File: src/rtl/audio_pkg.sv
// audio_pkg: shared constants for the tone sequencer.
// Note table, DAC midscale, FSM states and counter widths.
package audio_pkg;

  localparam int HALF_W = 17;
  localparam int DUR_W  = 9;
  localparam int TICK_W = 16;

  localparam logic [7:0] DAC_MID = 8'd128;

  localparam logic [HALF_W-1:0] NOTE_HALF [0:2] =
    '{17'd25000, 17'd16667, 17'd12500};
  localparam logic [DUR_W-1:0] NOTE_DUR [0:2] =
    '{9'd200, 9'd200, 9'd400};

  typedef enum logic [1:0] {
    S_IDLE,
    S_PLAY,
    S_GAP,
    S_DONE
  } seq_state_e;

  function automatic logic [HALF_W-1:0] note_half(
    input logic [1:0] i
  );
    case (i)
      2'd0:    note_half = NOTE_HALF[0];
      2'd1:    note_half = NOTE_HALF[1];
      default: note_half = NOTE_HALF[2];
    endcase
  endfunction

  function automatic logic [DUR_W-1:0] note_dur(
    input logic [1:0] i
  );
    case (i)
      2'd0:    note_dur = NOTE_DUR[0];
      2'd1:    note_dur = NOTE_DUR[1];
      default: note_dur = NOTE_DUR[2];
    endcase
  endfunction

endpackage

File: src/rtl/square_tone.sv
// square_tone: half-period divider and phase flop.
// Ports: clock, clear (phase=HI, count=0), half_period, amplitude, sample.
module square_tone
  import audio_pkg::*;
(
  input  logic              clock,
  input  logic              clear,
  input  logic [HALF_W-1:0] half_period,
  input  logic [7:0]        amplitude,
  output logic [7:0]        sample
);

  logic [HALF_W-1:0] cnt_q, cnt_d;
  logic              phase_q, phase_d;

  always_comb begin
    cnt_d   = cnt_q + 1'b1;
    phase_d = phase_q;
    if (clear) begin
      cnt_d   = '0;
      phase_d = 1'b1;
    end else if (cnt_q == half_period - 1'b1) begin
      cnt_d   = '0;
      phase_d = ~phase_q;
    end
  end

  always_ff @(posedge clock) begin
    cnt_q   <= cnt_d;
    phase_q <= phase_d;
  end

  assign sample = phase_q ? DAC_MID + amplitude
                          : DAC_MID - amplitude;

endmodule

File: src/rtl/tone_sequencer.sv
// tone_sequencer: plays a fixed three-note jingle as DAC samples.
// In: CLOCK_50, reset, start, stop. Out: busy, done, note_idx, AUDIO_OUT.
module tone_sequencer
  import audio_pkg::*;
#(
  parameter int TICK_CYCLES = 50000,
  parameter int GAP_TICKS   = 50,
  parameter int AMPLITUDE   = 127
) (
  input  logic       CLOCK_50,
  input  logic       reset,
  input  logic       start,
  input  logic       stop,
  output logic       busy,
  output logic       done,
  output logic [1:0] note_idx,
  output logic [7:0] AUDIO_OUT
);

  seq_state_e        state_q, state_d;
  logic              start_q, stop_q;
  logic [TICK_W-1:0] tick_q, tick_d;
  logic [DUR_W-1:0]  dur_q, dur_d;
  logic [1:0]        idx_q, idx_d;
  logic              busy_q, busy_d;
  logic              done_q, done_d;
  logic              tick_end;
  logic [DUR_W-1:0]  dur_inc;
  logic              tone_clr;
  logic [7:0]        tone_sample;

  // start/stop are registered first, so the FSM acts one edge later
  always_comb begin
    state_d  = state_q;
    tick_d   = tick_q;
    dur_d    = dur_q;
    idx_d    = idx_q;
    tick_end = tick_q == TICK_W'(TICK_CYCLES - 1);
    dur_inc  = dur_q + 1'b1;
    unique case (state_q)
      S_IDLE: begin
        if (start_q && !stop_q) begin
          state_d = S_PLAY;
          idx_d   = 2'd0;
          tick_d  = '0;
          dur_d   = '0;
        end
      end
      S_PLAY: begin
        tick_d = tick_end ? '0 : tick_q + 1'b1;
        if (tick_end) begin
          dur_d = dur_inc;
          if (dur_inc == note_dur(idx_q)) begin
            dur_d   = '0;
            state_d = (idx_q == 2'd2) ? S_DONE : S_GAP;
          end
        end
      end
      S_GAP: begin
        tick_d = tick_end ? '0 : tick_q + 1'b1;
        if (tick_end) begin
          dur_d = dur_inc;
          if (dur_inc == DUR_W'(GAP_TICKS)) begin
            dur_d   = '0;
            state_d = S_PLAY;
            idx_d   = idx_q + 2'd1;
          end
        end
      end
      S_DONE: state_d = S_IDLE;
      default: state_d = S_IDLE;
    endcase
    if (stop_q && state_q != S_IDLE) begin
      state_d = S_IDLE;
      tick_d  = '0;
      dur_d   = '0;
    end
    busy_d   = state_d == S_PLAY || state_d == S_GAP;
    done_d   = state_d == S_DONE;
    // tone restarts at HI on every entry into PLAY
    tone_clr = state_q != S_PLAY || state_d != S_PLAY;
  end

  always_ff @(posedge CLOCK_50) begin
    if (reset) begin
      state_q <= S_IDLE;
      start_q <= 1'b0;
      stop_q  <= 1'b0;
      tick_q  <= '0;
      dur_q   <= '0;
      idx_q   <= 2'd0;
      busy_q  <= 1'b0;
      done_q  <= 1'b0;
    end else begin
      state_q <= state_d;
      start_q <= start;
      stop_q  <= stop;
      tick_q  <= tick_d;
      dur_q   <= dur_d;
      idx_q   <= idx_d;
      busy_q  <= busy_d;
      done_q  <= done_d;
    end
  end

  square_tone u_tone (
    .clock       (CLOCK_50),
    .clear       (reset | tone_clr),
    .half_period (note_half(idx_q)),
    .amplitude   (8'(AMPLITUDE)),
    .sample      (tone_sample)
  );

  assign busy      = busy_q;
  assign done      = done_q;
  assign note_idx  = idx_q;
  assign AUDIO_OUT = (state_q == S_PLAY) ? tone_sample : DAC_MID;

endmodule

File: config.mk
export PLATFORM = sky130hd
export DESIGN_NAME = tone_sequencer
export DESIGN_NICKNAME = d
export VERILOG_FILES = /design/src/rtl/audio_pkg.sv /design/src/rtl/square_tone.sv /design/src/rtl/tone_sequencer.sv
export SDC_FILE = /design/constraint.sdc
export NUM_CORES = 1
export LEC_CHECK = 0
export ABC_AREA = 1
export CELL_PAD_IN_SITES_DETAIL_PLACEMENT = 0
export CELL_PAD_IN_SITES_GLOBAL_PLACEMENT = 1
export CORE_MARGIN = 5
export CORE_UTILIZATION = 47
export CTS_BUF_LIST = sky130_fd_sc_hd__clkbuf_8 sky130_fd_sc_hd__clkbuf_16
export DETAILED_ROUTE_END_ITERATION = 8
export GPL_TIMING_DRIVEN = 0
export PLACE_DENSITY = 0.9
export SLEW_MARGIN = 25
export SYNTH_ARGS = -nofsm -noshare
export SYNTH_HDL_FRONTEND = slang
export SYNTH_HIERARCHICAL = 1
export SYNTH_SLANG_ARGS = --single-unit
File: constraint.sdc
create_clock -name CLOCK_50 -period 9.16 [get_ports CLOCK_50]
set_clock_uncertainty 0.15 [all_clocks]
set_input_delay 1.832 -clock CLOCK_50 [delete_from_list [all_inputs] [get_ports CLOCK_50]]
set_output_delay 1.832 -clock CLOCK_50 [all_outputs]
set_load 0.01 [all_outputs]
==> impl_metrics.py <==
metrics = {
    "timing": {
        "max_freq_ghz": 0.255,
        "relSlewSlack": 0.500,
        "final_max_slew_viol_count": 0,
        "fin_setup_tns_ns": 0,
        "hold_viol_final": 0,
        "timing.final.crit_share": 0.429,
        "tightest_slew_ns": 0.749,
        "finalSetupViolCount": 0,
        "rsz0062_at_grt": "false",
        "fin_crit_ns": 3.93,
    },
    "floorplan": {
        "initial_core_util": 0.479,
        "core_region_area_sq_um": 8130,
        "fp.dieH_um": 101,
        "num_rows": 33,
        "die_w_um": 101,
        "fp.dieArea_sq_um": 10200,
        "ioPinCount": 16,
    },
    "setup_path": {
        "reg2reg_depth": 21,
        "crit_cells": 6,
        "critPathMaxFanout": 10,
        "cp-start-kind": "flop",
        "max_stage_delay_ns": 0.53,
        "endpoint_kind": "primary output",
        "crit_family": "buffers and inverters",
        "critPathSlowestCell": "clkdlybuf4s50_1",
        "cp.required_ns": 7.18,
        "crit_chain": "inv_1 > ha_1 > buf_2 > nand2_1 > inv_1 > clkdlybuf4s50_1",
        "path_class": "reg2out",
        "crit_buf_inv": 4,
        "crit_top_cell": "inv_1",
        "cp.arrival_ns": 1.95,
    },
    "final_layout": {
        "regArea_sq_um": 1020,
        "drive_gt1_frac": 0.107,
        "area_growth_pct": 12.9,
        "final_util": 0.541,
        "final_nets": 685,
        "num_antenna_cells": 0,
        "nFillCells": 818,
        "multi_input_area_sq_um": 2540,
    },
    "clock_tree": {
        "post_cts_buffers": 0,
        "htreeDepth": 2,
        "holdBufCountCts": 0,
        "clock_latency_ns": 0.31,
        "cts_buffers": 5,
        "cts_tree": "done",
        "cts_resized": 0,
        "clkTransAtPathRegs_ns": 0.09,
        "cts_buffer_depth": 2,
        "root_buffer": "clkbuf_8",
        "cts.sinks": 51,
    },
    "synthesis": {
        "synth-edff-count": 0,
        "yosysUniqueCellTypes": 42,
        "synth_top_cell_by_area": "dfxtp_1",
        "synth_most_common_cell": "nand2_1",
        "synth_top_area_frac": 0.262,
        "ys.warnings.count": 6,
        "syn_area_sq_um": 3900,
        "synth_cells": 614,
        "yosys-top-cells-count": "nand2_1 (142), inv_1 (92), nor2_1 (87), dfxtp_1 (51), nand3_1 (41)",
        "synth_top_flop_cell": "dfxtp_1",
        "async_flop_share": 0,
        "avgSynthCellArea_sq_um": 6.35,
        "synth_area_leaders": "dfxtp_1 (26%), nand2_1 (14%), inv_1 (8.9%), nor2_1 (8.4%), nand3_1 (5.3%)",
        "ys_ff_latch": 51,
        "ys_seq_area_frac": 0.262,
    },
    "worst_hold_path": {
        "worstHoldPathCells": 1,
        "holdCritPathClass": "reg2reg",
    },
    "outcome": {
        "run_status": "finished, final reports clean",
    },
    "global_routing": {
        "grt_pass1_wl_um": 14400,
        "grt_overflow": 0,
        "antenna_found_initial": 0,
        "grt_max_degree": 16,
        "grt_usage": 0.168,
        "first_global_vias": 3419,
    },
    "drt": {
        "routed-via-count": 3592,
        "drt_iter0_drc": 84,
        "wl_um": 8150,
        "detail_route.wl_per_cell_um": 10.6,
        "drc": 0,
        "firstDrtPassIters": 4,
        "antenna_left": 0,
        "via_per_inst": 4.66,
    },
    "place": {
        "dpl.hpwl_um": 6490,
        "place_congestion": 0.852,
        "portBuffers": 14,
    },
    "power": {
        "p_leak_nw": 1.91,
        "power_density_nw_per_um2": 161,
        "max-vdd-ir-drop_mv": 0.0791,
    },
    "job": {
        "cap_violations": 0,
    },
}
## cells in the final DEF (no fill, tap or decap), types with 3 or more instances in the layout
| cell | Yosys | final |
|---|---|---|
| a21oi_1 | 20 | 20 |
| a21oi_2 | 3 | 3 |
| a31oi_1 | 3 | 3 |
| buf_2 | 3 | 3 |
| clkbuf_8 | 0 | 6 |
| clkdlybuf4s50_1 | 0 | 14 |
| conb_1 | 2 | 32 |
| dfxtp_1 | 51 | 51 |
| ha_1 | 16 | 16 |
| inv_1 | 92 | 92 |
| inv_2 | 6 | 6 |
| nand2_1 | 142 | 142 |
| nand2_2 | 11 | 11 |
| nand3_1 | 41 | 41 |
| nand3_2 | 5 | 5 |
| nand4_1 | 8 | 8 |
| nor2_1 | 87 | 87 |
| nor2_2 | 17 | 17 |
| nor2_4 | 5 | 5 |
| nor3_1 | 11 | 11 |
| nor3b_1 | 3 | 3 |
| o21ai_0 | 16 | 16 |
| o21ai_1 | 8 | 8 |
| o21ai_2 | 3 | 3 |
| xnor2_1 | 13 | 13 |
| xor2_1 | 22 | 22 |
## final cells by class
| type | instances | share of cell area |
|---|---|---|
| inverters | 99 | 0.0845 |
| clock inverters | 2 | 0.00796 |
| plain buffers | 10 | 0.0173 |
| multi-input cells | 484 | 0.578 |
| clock buffers | 6 | 0.0188 |
| flip-flops and latches | 51 | 0.232 |
| well taps | 105 | 0.0299 |
| repair buffers | 14 | 0.0319 |
## flip-flops by register name (all words and copies together) (netlist names)
register / flops
busy: 1
done: 1
dur_q: 9
note_idx: 2
start_q: 1
state_q: 2
stop_q: 1
tick_q: 16
u_tone/cnt_q: 17
u_tone/phase_q: 1
## metal layers
metal | global-route usage | part of all wire | up-vias
met1 | 0.204 | 0.46 | 1580
met4 | 0.0378 | 0.011 | 0
met2 | 0.312 | 0.52 | 31
met5 | 0 | 0 | -
li1 | - | - | 1972
met3 | 0.0208 | 0.016 | 9
## path summary, 6_finish.rpt
check                    from               end  slack (ns)
hold / removal     tick_q[15]        tick_q[15]        0.34
setup / recovery   state_q[1]      AUDIO_OUT[5]        5.23
setup reg to reg  note_idx[0]  u_tone/cnt_q[12]        5.30
hold reg to reg    tick_q[15]        tick_q[15]        0.34
## through the flow
step | power (W) | hold slack, ns | setup WS [ns] | std cells | cell area, sq um
floorplan | 0.000480 | 0.290 | 6.05 | 644 | 4010
global placement | 0.000547 | 0.311 | 5.31 | 763 | 4280
detailed placement | 0.000553 | 0.320 | 5.30 | 763 | 4280
CTS | 0.000718 | 0.335 | 5.20 | 771 | 4400
global route | 0.000772 | 0.367 | 4.86 | 771 | 4400
finish | 0.000709 | 0.339 | 5.23 | 771 | 4400
## cells by family after synthesis
kind of cell             count (synthesis)  share of synthesized area
AND/OR/NAND/NOR                        341                      0.403
buffers and inverters                  109                      0.115
XOR/XNOR                                35                     0.0787
other                                    2                    0.00193
AO/OA/AOI/OAI                           60                     0.0883
flip-flops                              51                      0.262
adder cells (fa/ha/maj)                 16                     0.0514
## power breakdown
| part | switching (W) | internal (W) | leakage [nW] |
|---|---|---|---|
| Sequential | 0.0000182 | 0.000237 | 0.413 |
| Clock | 0.0000744 | 0.0000885 | 0.0612 |
| Combinational | 0.000191 | 0.0000998 | 1.44 |
| Total | 0.000284 | 0.000426 | 1.91 |
Power figures use the tool's default switching activity.
